===== src/rtl/muon_mem_pkg.sv =====
// Shared types and defaults for the muon buffer memory arbiter.
// Holds the FSM state encoding, requester IDs and the contention winner rule.
package muon_mem_pkg;

    typedef enum logic [1:0] {
        IDLE  = 2'd0,
        OWN_A = 2'd1,
        OWN_B = 2'd2,
        TURN  = 2'd3
    } arb_state_e;

    typedef enum logic {
        RQ_A = 1'b0,
        RQ_B = 1'b1
    } rq_id_e;

    localparam int DEF_MAX_HOLD = 256;
    localparam int DEF_HOLD_W   = 9;
    localparam int DEF_TURN_CYC = 1;

    // Under contention the side that did not own the memory last wins.
    function automatic rq_id_e pick_winner(input logic req_a, input logic req_b,
                                           input rq_id_e last_owner);
        rq_id_e w;
        if (req_a && req_b) begin
            w = (last_owner == RQ_A) ? RQ_B : RQ_A;
        end else if (req_b) begin
            w = RQ_B;
        end else begin
            w = RQ_A;
        end
        return w;
    endfunction

endpackage


===== src/rtl/muon_hold_timer.sv =====
// Saturating cycle counter with clear/enable and a terminal flag.
// Times both the ownership hold limit and the turnaround gap.
module muon_hold_timer
    import muon_mem_pkg::*;
#(
    parameter int W = DEF_HOLD_W
) (
    input  logic         clk,
    input  logic         rst,
    input  logic         clr,
    input  logic         en,
    input  logic [W-1:0] limit,
    output logic         term
);

    logic [W-1:0] cnt_q;
    logic [W-1:0] cnt_d;

    always_comb begin
        cnt_d = cnt_q;
        if (clr) begin
            cnt_d = '0;
        end else if (en && (cnt_q != limit)) begin
            cnt_d = cnt_q + W'(1);
        end else begin
            cnt_d = cnt_q;
        end
    end

    always_ff @(posedge clk) begin
        if (rst) begin
            cnt_q <= '0;
        end else begin
            cnt_q <= cnt_d;
        end
    end

    assign term = (cnt_q == limit);

endmodule


===== src/rtl/muon_memory_arbiter.sv =====
// Arbitrates the muon buffer memory between the trigger writer (A) and DMA readout (B).
// A has priority; B is protected by alternation and a hold limit on either owner.
module muon_memory_arbiter
    import muon_mem_pkg::*;
#(
    parameter int MAX_HOLD = DEF_MAX_HOLD,
    parameter int HOLD_W   = DEF_HOLD_W,
    parameter int TURN_CYC = DEF_TURN_CYC
) (
    input  logic CLK,
    input  logic RST,
    input  logic REQ_A,
    input  logic REQ_B,
    input  logic DONE_A,
    input  logic DONE_B,
    input  logic ENA_A_IN,
    input  logic ENA_B_IN,
    output logic GNT_A,
    output logic GNT_B,
    output logic SEL_B,
    output logic ENA_A_OUT,
    output logic ENA_B_OUT,
    output logic PREEMPT,
    output logic ERR
);

    localparam logic [HOLD_W-1:0] HOLD_LIM = HOLD_W'(MAX_HOLD - 1);
    localparam logic [HOLD_W-1:0] TURN_LIM = HOLD_W'(TURN_CYC - 1);

    arb_state_e state_q, state_d;
    rq_id_e     last_q, last_d;
    logic       gnt_a_q, gnt_a_d;
    logic       gnt_b_q, gnt_b_d;
    logic       sel_b_q, sel_b_d;
    logic       preempt_q, preempt_d;
    logic       err_q, err_d;

    rq_id_e      winner_s;
    logic        other_req_s;
    logic        own_done_s;
    logic        tmr_clr_s;
    logic        tmr_en_s;
    logic        tmr_term_s;
    logic [HOLD_W-1:0] tmr_limit_s;

    muon_hold_timer #(.W(HOLD_W)) u_hold_timer (
        .clk   (CLK),
        .rst   (RST),
        .clr   (tmr_clr_s),
        .en    (tmr_en_s),
        .limit (tmr_limit_s),
        .term  (tmr_term_s)
    );

    // Next-state, ownership bookkeeping and registered-output decode.
    always_comb begin
        state_d     = state_q;
        last_d      = last_q;
        sel_b_d     = sel_b_q;
        preempt_d   = 1'b0;
        err_d       = err_q | (DONE_A & ~gnt_a_q) | (DONE_B & ~gnt_b_q);
        winner_s    = pick_winner(REQ_A, REQ_B, last_q);
        other_req_s = 1'b0;
        own_done_s  = 1'b0;

        case (state_q)
            IDLE: begin
                if (REQ_A || REQ_B) begin
                    state_d = (winner_s == RQ_B) ? OWN_B : OWN_A;
                    sel_b_d = (winner_s == RQ_B);
                end else begin
                    state_d = IDLE;
                end
            end
            OWN_A, OWN_B: begin
                other_req_s = (state_q == OWN_A) ? REQ_B : REQ_A;
                own_done_s  = (state_q == OWN_A) ? (DONE_A | ~REQ_A) : (DONE_B | ~REQ_B);
                if (own_done_s || (other_req_s && tmr_term_s)) begin
                    state_d   = TURN;
                    last_d    = (state_q == OWN_A) ? RQ_A : RQ_B;
                    preempt_d = ~own_done_s;
                    // Point the mux at the waiting side while the turnaround is dead.
                    if (other_req_s) begin
                        sel_b_d = (state_q == OWN_A);
                    end else begin
                        sel_b_d = sel_b_q;
                    end
                end else begin
                    state_d = state_q;
                end
            end
            TURN: begin
                if (!tmr_term_s) begin
                    state_d = TURN;
                end else if (REQ_A || REQ_B) begin
                    state_d = (winner_s == RQ_B) ? OWN_B : OWN_A;
                    sel_b_d = (winner_s == RQ_B);
                end else begin
                    state_d = IDLE;
                end
            end
            default: begin
                state_d = IDLE;
            end
        endcase

        gnt_a_d = (state_d == OWN_A);
        gnt_b_d = (state_d == OWN_B);
    end

    // Timer counts contention cycles while owning and dead cycles in TURN.
    always_comb begin
        tmr_en_s    = (state_q == TURN) || other_req_s;
        tmr_limit_s = (state_q == TURN) ? TURN_LIM : HOLD_LIM;
        if ((state_d != state_q) || (state_q == IDLE)) begin
            tmr_clr_s = 1'b1;
        end else if ((state_q == OWN_A) || (state_q == OWN_B)) begin
            tmr_clr_s = ~other_req_s;
        end else begin
            tmr_clr_s = 1'b0;
        end
    end

    always_ff @(posedge CLK) begin
        if (RST) begin
            state_q   <= IDLE;
            last_q    <= RQ_B;
            gnt_a_q   <= 1'b0;
            gnt_b_q   <= 1'b0;
            sel_b_q   <= 1'b0;
            preempt_q <= 1'b0;
            err_q     <= 1'b0;
        end else begin
            state_q   <= state_d;
            last_q    <= last_d;
            gnt_a_q   <= gnt_a_d;
            gnt_b_q   <= gnt_b_d;
            sel_b_q   <= sel_b_d;
            preempt_q <= preempt_d;
            err_q     <= err_d;
        end
    end

    assign GNT_A     = gnt_a_q;
    assign GNT_B     = gnt_b_q;
    assign SEL_B     = sel_b_q;
    assign PREEMPT   = preempt_q;
    assign ERR       = err_q;
    assign ENA_A_OUT = ENA_A_IN & gnt_a_q;
    assign ENA_B_OUT = ENA_B_IN & gnt_b_q;

endmodule


===== config.mk =====
export PLATFORM = sky130hd
export DESIGN_NAME = muon_memory_arbiter
export DESIGN_NICKNAME = d
export VERILOG_FILES = /design/src/rtl/muon_mem_pkg.sv /design/src/rtl/muon_hold_timer.sv /design/src/rtl/muon_memory_arbiter.sv
export SDC_FILE = /design/constraint.sdc
export NUM_CORES = 1
export LEC_CHECK = 0
export BUFFER_PORTS_ARGS = -buffer_cell sky130_fd_sc_hd__buf_4
export CELL_PAD_IN_SITES_DETAIL_PLACEMENT = 0
export CELL_PAD_IN_SITES_GLOBAL_PLACEMENT = 1
export CORE_MARGIN = 1
export CORE_UTILIZATION = 40
export CTS_CLUSTER_DIAMETER = 30
export CTS_CLUSTER_SIZE = 14
export DETAILED_ROUTE_END_ITERATION = 10
export PLACE_DENSITY = 0.76
export SLEW_MARGIN = 0
export SYNTH_ARGS = -nofsm -noshare
export SYNTH_HDL_FRONTEND = slang
export SYNTH_SLANG_ARGS = --single-unit

===== constraint.sdc =====
create_clock -name CLK -period 3 [get_ports CLK]
set_input_delay 0.6 -clock CLK [delete_from_list [all_inputs] [get_ports CLK]]
set_output_delay 0.6 -clock CLK [all_outputs]
set_load 0.02 [all_outputs]

==> impl_metrics.yaml <==
run_status:
  outcome: "finished, final reports clean"
grt:
  grt_util_all_layers: 0.203
  antenna_found_initial: 0
  overflow: 0
  grt_max_degree: 12
  grt_pass1_vias: 938
  grt_pass1_wl_um: 4160
worst_hold_path:
  min_to: "ERR"
  min_path_type: "flip-flop to flip-flop"
  whs_path_depth: 2
  hold_start: "ERR"
sta:
  tightestPinTransition_ns: 0.615
  final.setup.worst_slack_ns: 0.415
  fin_crit_ns: 2.58
  rsz0062_at_grt: "false"
  hold_viol: 0
  final.setup_skew_ns: 0.0103
  setup_viol: 0
  setup-tns-final_ns: 0
  clock.fmax_mhz: 387
  slew_viol_final: 0
  post-route-period-util: 0.862
  slew_headroom: 0.587
route:
  drc_errors: 0
  vias: 999
  vias_per_cell: 5.71
  drt_wl_total_um: 2550
  wl_per_cell_um: 14.5
  first_iter_violations: 19
  dr.pass1.iters: 4
  ant_nets: 0
layout:
  nets: 158
  drive_above_1_share: 0.248
  diodes: 0
  synthToLayoutAreaGrowth_pct: 16.3
setup_path:
  r2r_end: "u_hold_timer.cnt_q[2]"
  crit_top_cell: "inv_1"
  path_depth: 8
  rr_worst_depth: 8
  r2r_start: "state_q[1]"
  crit_buf_inv: 2
  cp.required_ns: 3.18
  cp_max_fo: 10
  regToRegSetupSlack_ns: 0.42
  path_class: "flip-flop to flip-flop"
  max_stage_delay_ns: 0.52
  cp-start-kind: "flip-flop"
  setup.worst_path.end_class: "flip-flop"
  cp_top_family: "simple AND/OR/NAND/NOR gates"
  arrival_ns: 2.76
  cp_slowest_cell: "or3_2"
  cp_cell_sequence: "inv_1 -> ha_1 -> inv_1 -> or3_2 -> and3_2 -> and4_1 -> o21ai_4 -> nor2_1"
place:
  routabilityCongestion: 0.891
  port_buffers: 14
  post-place-ws_ns: 0.457
  dpl.hpwl_um: 1880
clock_tree:
  root_buffer: "clkbuf_4"
  htreeDepth: 1
  clk_pin_slew_ns: 0.11
  cts_tree: "built"
  insertion_delay_ns: 0.29
  clock_sinks: 17
  post_cts_buffers: 0
  cts_hold_buffers: 0
  cts.path.max_buffers: 2
  cts_resized: 0
  cts_made_buffers: 3
logic_synthesis:
  synth_top_family_by_area: "simple AND/OR/NAND/NOR gates"
  synthCells: 127
  synthXorXnorAreaFrac: 0.0652
  synth_compound_area_frac: 0.210
  yosysSeqAreaShare: 0.317
  synthTopCellsByArea: "dfxtp_1 32%, nor2_1 5.6%, ha_1 4.7%"
  synth-simple-area-share: 0.306
  yosysWarnings: 0
  synthAdderAreaFrac: 0.0466
  syn_nets: 139
  syn_area_per_cell_um2: 8.46
  synth_cell_type_count: 40
  synth_top_area_frac: 0.317
  synthMuxAreaShare: 0.0186
  yosys.area.top_type: "dfxtp_1"
  synth_area_mm2: 0.00107
  synth-seq-cells: 17
pwr:
  peakVddDrop_mv: 0.346
  leakage_uw: 0.000492
  pwr-share-comb: 0.568
  switching_share: 0.438
  clock_power_share: 0.129
  powerDensity_mw_per_mm2: 769
  internal_power_uw: 541
  switchingPower_uw: 421
  seqPwrFrac: 0.302
floorplanning:
  die_y_um: 53.8
  core-area_mm2: 0.00250
  ios: 15
  initial_core_util: 0.430
  die-area_mm2: 0.00290
  dieWidth_um: 53.8
  placementRows: 18
flow_run:
  cap_violations: 0
[routing by layer]
layer | track usage | wire [µm] | vias up
met3 | 0.0424 | 85 | 2
li1 | - | - | 500
met2 | 0.358 | 1250 | 17
met4 | 0.0526 | 20 | 0
met5 | 0 | 0 | -
met1 | 0.246 | 1190 | 480
[through the flow]
stage	area (µm²)	util	cells	hold slack (ns)	total power [µW]
finish	1250	0.500	175	0.512	962
global route	1250	0.500	175	0.522	1030
CTS	1250	0.500	175	0.516	963
detailed placement	1220	0.489	171	0.485	831
global placement	1220	0.489	171	0.474	834
floorplan	1070	-	127	0.457	686
[synthesized netlist by cell type (all sizes together)]
cell / instances
dfxtp: 17
nor2: 17
inv: 8
nand2: 8
a211oi: 5
and2: 5
nand4: 5
nor3: 5
o21ai: 5
xor2: 5
a21oi: 4
and3: 4
ha: 4
nand3: 3
or4: 3
xnor2: 3
a221o: 2
a221oi: 2
a32oi: 2
and4: 2
buf: 2
mux2i: 2
nor2b: 2
or3: 2
a2111oi: 1
a21bo: 1
a21boi: 1
a31oi: 1
a41o: 1
and3b: 1
nand2b: 1
nor3b: 1
o21ba: 1
o2bb2ai: 1
[sequential cells by signal, summed over array words and instances, names as in the netlist]
name	cells
SEL_B	1
last_q	1
GNT_A	1
ERR	1
GNT_B	1
u_hold_timer.cnt_q	9
state_q	2
PREEMPT	1
[worst max path at each step]
| stage | startpoint | to | slack [ns] |
|---|---|---|---|
| 2_1_floorplan | state_q[1] | u_hold_timer.cnt_q[0] | 0.75 |
| 3_3_place_gp | state_q[1] | u_hold_timer.cnt_q[3] | 0.51 |
| 3_5_place_dp | state_q[1] | u_hold_timer.cnt_q[4] | 0.46 |
| 4_1_cts | state_q[1] | u_hold_timer.cnt_q[2] | 0.43 |
| 5_1_grt | state_q[1] | u_hold_timer.cnt_q[2] | 0.22 |
| 6_report | state_q[1] | u_hold_timer.cnt_q[2] | 0.42 |
[cell type report]
cell class	instances	area (µm²)
fill	255	1250
multi-input combinational	100	694
sequential	17	340
timing repair buffer	16	120
tap	30	37.5
inverter	8	30.0
clock buffer	3	22.5
clock inverter	1	5.00
[logic make-up (layout without fill, tap and decap cells)]
family,after synthesis,after routing
adders and majority gates,4,4
DFF,17,17
xor gates and xnor gates,8,8
AOI/OAI and AO/OA,27,27
muxes,2,2
buffers and inverters,10,28
and+or+nand+nor,59,59
[cells in the final DEF, fill, tap and decap left out, types with 3 or more instances in the layout]
cell      Yosys  final
dfxtp_1      17     17
xor2_1        5      5
nand3_1       3      3
nor2_1       16     16
o21ai_0       4      4
nand2_1       8      8
nand4_1       5      5
xnor2_1       3      3
a211oi_1      5      5
buf_4         0     16
or4_4         3      3
inv_1         8      8
ha_1          4      4
and2_1        4      4
nor3_1        5      5
clkbuf_4      0      3
[power by group through the flow]
stage               clock [µW]  sequential [µW]  combinational [µW]
detailed placement           0              296                 535
floorplan                    0              312                 374
global route               136              296                 601
CTS                        130              290                 543
finish                     124              291                 547
global placement             0              294                 540
[worst reg2reg max path, cell delays in order, from the launching register on]
cell	delay [ns]
dfxtp_1	0.41
inv_1	0.13
ha_1	0.48
inv_1	0.13
or3_2	0.52
and3_2	0.23
and4_1	0.22
o21ai_4	0.27
nor2_1	0.08
Power figures use the tool's default switching activity.
